--- config.mk ---
export PLATFORM = sky130hd
export DESIGN_NAME = data_tx_sr
export DESIGN_NICKNAME = d
export VERILOG_FILES = /design/src/rtl/data_tx_sr.sv
export SDC_FILE = /design/constraint.sdc
export NUM_CORES = 1
export LEC_CHECK = 0
export BUFFER_PORTS_ARGS = -buffer_cell sky130_fd_sc_hd__buf_2
export CAP_MARGIN = 20
export CORE_ASPECT_RATIO = 0.9
export CORE_MARGIN = 4
export CORE_UTILIZATION = 60
export DETAILED_ROUTE_END_ITERATION = 6
export HOLD_SLACK_MARGIN = 0.1
export PLACE_DENSITY = 0.91
export SETUP_SLACK_MARGIN = 0.3
export SLEW_MARGIN = 25
export SYNTH_ARGS = -nofsm -noshare
export SYNTH_HDL_FRONTEND = slang
export SYNTH_SLANG_ARGS = --single-unit
--- constraint.sdc ---
create_clock -name clk -period 4.4 [get_ports clk]
set_clock_uncertainty 0.1 [all_clocks]
set_input_delay 0.88 -clock clk [delete_from_list [all_inputs] [get_ports clk]]
set_output_delay 0.88 -clock clk [all_outputs]
set_load 0.1 [all_outputs]
--- src/rtl/data_tx_sr.sv ---
// data_tx_sr: serial frame transmitter.
// Frame = start bit (0), DATA_W data bits LSB first, 16 CRC-16-CCITT bits
// LSB first, end bit (1). One line bit advances per bit_tick strobe.
// Optional: define DATA_TX_ABORT_EN to add the abort input / aborted output.
module data_tx_sr #(
  parameter int          DATA_W   = 64,
  parameter logic [15:0] CRC_POLY = 16'h1021
) (
  input  logic              clk,
  input  logic              rst,
  input  logic [DATA_W-1:0] tx_data,
  input  logic              load,
  input  logic              bit_tick,
`ifdef DATA_TX_ABORT_EN
  input  logic              abort,
  output logic              aborted,
`endif
  output logic              ready,
  output logic              busy,
  output logic              tx_out,
  output logic              done,
  output logic [15:0]       crc_out
);

  // counter is shared by the data phase (DATA_W bits) and the CRC phase (16 bits)
  localparam int CNT_W = ($clog2(DATA_W) > 4) ? $clog2(DATA_W) : 4;
  localparam logic [CNT_W-1:0] DATA_LAST = CNT_W'(DATA_W - 1);
  localparam logic [CNT_W-1:0] CRC_LAST  = CNT_W'(15);

  typedef enum logic [2:0] {S_IDLE, S_START, S_DATA, S_CRC, S_STOP} state_t;

  state_t            state_q, state_d;
  logic [DATA_W-1:0] sr_q, sr_d;
  logic [15:0]       crc_q, crc_d;
  logic [15:0]       crc_sr_q, crc_sr_d;
  logic [15:0]       crc_out_q, crc_out_d;
  logic [CNT_W-1:0]  cnt_q, cnt_d;
  logic              tx_q, tx_d;
  logic              done_q, done_d;
  logic              aborted_q, aborted_d;
  logic              fb;
  logic [15:0]       crc_nxt;

  // next-state / datapath; tx_d is the line value for the *next* state so tx_out stays registered
  always_comb begin
    state_d   = state_q;
    sr_d      = sr_q;
    crc_d     = crc_q;
    crc_sr_d  = crc_sr_q;
    crc_out_d = crc_out_q;
    cnt_d     = cnt_q;
    tx_d      = tx_q;
    done_d    = 1'b0;
    aborted_d = 1'b0;
    fb        = crc_q[15] ^ sr_q[0];
    crc_nxt   = {crc_q[14:0], 1'b0} ^ (fb ? CRC_POLY : 16'h0000);
    case (state_q)
      S_IDLE: begin
        tx_d = 1'b1;
        // a bit_tick coinciding with the load is deliberately not consumed
        if (load) begin
          sr_d    = tx_data;
          crc_d   = 16'h0000;
          cnt_d   = '0;
          state_d = S_START;
          tx_d    = 1'b0;
        end
      end
      S_START: begin
        if (bit_tick) begin
          state_d = S_DATA;
          tx_d    = sr_q[0];
        end
      end
      S_DATA: begin
        if (bit_tick) begin
          sr_d  = sr_q >> 1;
          crc_d = crc_nxt;
          if (cnt_q == DATA_LAST) begin
            state_d   = S_CRC;
            cnt_d     = '0;
            crc_sr_d  = crc_nxt;
            crc_out_d = crc_nxt;
            tx_d      = crc_nxt[0];
          end else begin
            cnt_d = cnt_q + 1'b1;
            tx_d  = sr_q[1];
          end
        end
      end
      S_CRC: begin
        if (bit_tick) begin
          crc_sr_d = crc_sr_q >> 1;
          if (cnt_q == CRC_LAST) begin
            state_d = S_STOP;
            cnt_d   = '0;
            tx_d    = 1'b1;
          end else begin
            cnt_d = cnt_q + 1'b1;
            tx_d  = crc_sr_q[1];
          end
        end
      end
      S_STOP: begin
        tx_d = 1'b1;
        if (bit_tick) begin
          state_d = S_IDLE;
          done_d  = 1'b1;
        end
      end
      default: begin
        state_d = S_IDLE;
        tx_d    = 1'b1;
      end
    endcase
`ifdef DATA_TX_ABORT_EN
    // abort wins over bit_tick; crc_out keeps whatever it held before this cycle
    if (abort && state_q != S_IDLE) begin
      state_d   = S_IDLE;
      tx_d      = 1'b1;
      done_d    = 1'b0;
      aborted_d = 1'b1;
      crc_out_d = crc_out_q;
    end
`endif
  end

  // state and datapath registers; reset drives the line high immediately
  always_ff @(posedge clk or negedge rst) begin
    if (!rst) begin
      state_q   <= S_IDLE;
      sr_q      <= '0;
      crc_q     <= '0;
      crc_sr_q  <= '0;
      crc_out_q <= '0;
      cnt_q     <= '0;
      tx_q      <= 1'b1;
      done_q    <= 1'b0;
      aborted_q <= 1'b0;
    end else begin
      state_q   <= state_d;
      sr_q      <= sr_d;
      crc_q     <= crc_d;
      crc_sr_q  <= crc_sr_d;
      crc_out_q <= crc_out_d;
      cnt_q     <= cnt_d;
      tx_q      <= tx_d;
      done_q    <= done_d;
      aborted_q <= aborted_d;
    end
  end

  assign ready   = (state_q == S_IDLE);
  assign busy    = ~ready;
  assign tx_out  = tx_q;
  assign done    = done_q;
  assign crc_out = crc_out_q;
`ifdef DATA_TX_ABORT_EN
  assign aborted = aborted_q;
`else
  // aborted_q is constant 0 in this build; keep it referenced
  logic unused_aborted;
  assign unused_aborted = aborted_q;
`endif

endmodule
==> results.yml <==
outcome:
  status: "complete, no violations"
synth:
  yosysWarnings: 0
  synth_nets: 603
  yosys_most_used_dff: "dfrtp_1"
  synth_area_per_cell_um2: 10.4
  synthArstFlopShare: 1.00
  synth-seq-cells: 122
  seq_area_frac_synth: 0.550
  ys_types: 40
  synth_top_area_frac: 0.545
  synth_area_leader_cell: "dfrtp_1"
  synthTopCellsByArea: "dfrtp_1, mux2i_1, o21ai_0"
  synthCells: 534
  synth_edf_count: 0
  synth_area_mm2: 0.00555
setup_path:
  crit_slowest_cell: "dfrtp_1"
  cp_top_family: "flip-flops"
  worstPathMaxFanout: 13
  start_kind: "flop"
  cp.required_ns: 3.42
  crit_type: "reg -> out"
  critical_path.cell_chain: "or3_1, inv_1, buf_2"
  worst_path_largest_cell_delay_ns: 0.53
  arrival_ns: 1.97
  end_kind: "output pin"
  crit_buf_inv: 2
global_route:
  overflow: 0
  grt_usage: 0.237
  grt_pass1_wl_um: 20200
  grt_start_max_net_pins: 120
  grt_pass1_vias: 4249
  antenna_found_initial: 0
floorplanning:
  die-height_um: 99.3
  die_area_mm2: 0.0109
  die-width_um: 109
  initial_utilization: 0.611
  core_mm2: 0.00908
  io_pins: 88
  std_cell_rows: 33
clocking:
  cts_hold_buf: 0
  htree_levels: 4
  cts.clk_slew.worst_paths_ns: 0.06
  cts_made_buffers: 17
  max-clock-path-buffers: 2
  clock_sinks: 122
  cts_tree: "done"
  cts-root-buf: "clkbuf_8"
  cts_setup_buffers: 0
  worstSkewPairLatency_ns: 0.51
  cts_resized: 0
place:
  dp_hpwl_um: 7590
  place.gp.congestion: 0.825
  dpl_cell_area_mm2: 0.00604
  port_buffers: 87
power_and_ir_drop:
  seqPwrFrac: 0.398
  internal-power_uw: 2910
  total_power_uw: 4600
  p_leak_uw: 0.00308
  pwr-share-clk: 0.272
  peakVddDrop_v: 0.000378
  combinationalPowerShare: 0.331
  power.net_switching_uw: 1690
  p_sw_frac: 0.367
  power_density_mw_per_mm2: 701
routing:
  detailedRoute.firstPassIterationCount: 5
  drt_wl_total_um: 12000
  m1WireLength_um: 4990
  drt_iter0_markers: 328
  wire_per_inst_um: 16.2
  vias: 4180
  drc: 0
  route.met3.wl_um: 993
  top_layer_used: "met4"
  wl_met2_um: 5810
  vias_per_cell: 5.63
  ant_nets: 0
timing:
  slew_violations: 0
  grt_setup_unrepaired: "false"
  setup_tns_ns: 0
  fmax_mhz: 339
  period_needed_ns: 2.95
  relSlewSlack: 0.282
  fin_crit_sh: 0.670
  hold_viol_final: 0
  tightest_slew_ns: 1.07
  finalSetupViolCount: 0
finish:
  most-common-layout-cells: "dfrtp_1, nand2_1, o21ai_0, buf_2, mux2i_1"
  fillers: 626
  drive_above_1_share: 0.227
  syn_to_final_growth_pct: 18.3
  stdcell_area_mm2: 0.00657
  antenna_cells: 0
  final_common_cell: "dfrtp_1"
  nets: 677
flow_run:
  max_cap_violations: 0
min_path:
  min_path_type: "in -> async"
==> sequential cells by signal, summed over array words and instances (netlist names) <==
signal,cells
cnt_q,6
done,1
crc_out,16
crc_sr_q,15
state_q,3
crc_q,16
sr_q,64
tx_out,1
==> cells in the mapped netlist (2+ instances only) <==
cell type,count
mux2i_1,77
nand4_1,2
o22ai_1,3
buf_2,12
a21oi_1,20
clkbuf_1,20
or3_1,2
o31ai_1,3
nand3_1,5
o21ai_0,86
buf_1,2
a21o_1,2
o31a_1,2
inv_1,4
mux2_2,7
nor3b_1,2
xnor2_1,3
mux2_4,8
nand2_1,103
buf_6,2
a22o_1,2
or2_2,2
nor3_1,3
nand2b_1,2
nor2_1,25
dfrtp_1,121
==> per-stage QoR <==
| step | instances | setup WS [ns] | hold WS, ns | util |
|---|---|---|---|---|
| after floorplan | 534 | 1.25 | 0.349 | - |
| after global placement | 711 | 1.63 | 0.360 | 0.664 |
| after detailed placement | 711 | 1.54 | 0.370 | 0.664 |
| after CTS | 743 | 1.45 | 0.356 | 0.723 |
| after global routing | 743 | 1.33 | 0.373 | 0.723 |
| final | 743 | 1.45 | 0.329 | 0.723 |
==> area by class of cell <==
cell class | count | area, um^2 | share of cell area
sequential | 122 | 3050 | 0.465
multi-input combinational | 372 | 2330 | 0.355
timing repair buffer | 91 | 480 | 0.0732
clock buffer | 24 | 460 | 0.0701
tap | 122 | 153 | 0.0232
clock inverter | 8 | 70.1 | 0.0107
inverter | 4 | 15.0 | 0.00229
==> cells by family after synthesis <==
logic type | share of synthesized area
adder cells (fa/ha/maj) | 0.00225
AND/OR/NAND/NOR | 0.118
AO/OA/AOI/OAI | 0.118
buffers and inverters | 0.0325
flip-flops | 0.550
multiplexers | 0.175
XOR/XNOR | 0.00473
==> worst reg2reg max path: cells and delay by family (launching register included) <==
| family | cells | cell delay (ns) |
|---|---|---|
| muxes | 1 | 0.42 |
| and+or+nand+nor | 2 | 1.27 |
| DFF | 1 | 0.56 |
==> power groups by stage <==
stage	Clock [uW]	Sequential, uW	Combinational [uW]
6_report	1250	1830	1520
5_1_grt	1310	1880	1710
4_1_cts	1260	1820	1530
3_5_place_dp	0	1820	1500
3_3_place_gp	0	1800	1410
2_1_floorplan	0	1760	1230
==> worst paths after layout <==
| kind | from | endpoint | slack, ns | cells after the start |
|---|---|---|---|---|
| worst max-delay path | state_q[2] | ready | 1.45 | 3 |
| min in group clk | sr_q[14] | sr_q[14] | 0.38 | 2 |
| worst min-delay path | rst | cnt_q[0] | 0.33 | 1 |
| worst max register to register | state_q[0] | crc_out[3] | 1.94 | 3 |
| worst min register to register | sr_q[14] | sr_q[14] | 0.38 | 2 |
| max in group asynchronous | rst | tx_out | 3.06 | 2 |
==> layer usage <==
layer	vias up	global-route usage
met5	-	0
met2	146	0.358
met1	2006	0.319
met4	0	0.0844
li1	2002	-
met3	26	0.0863
(Power assumes the default switching activity.)
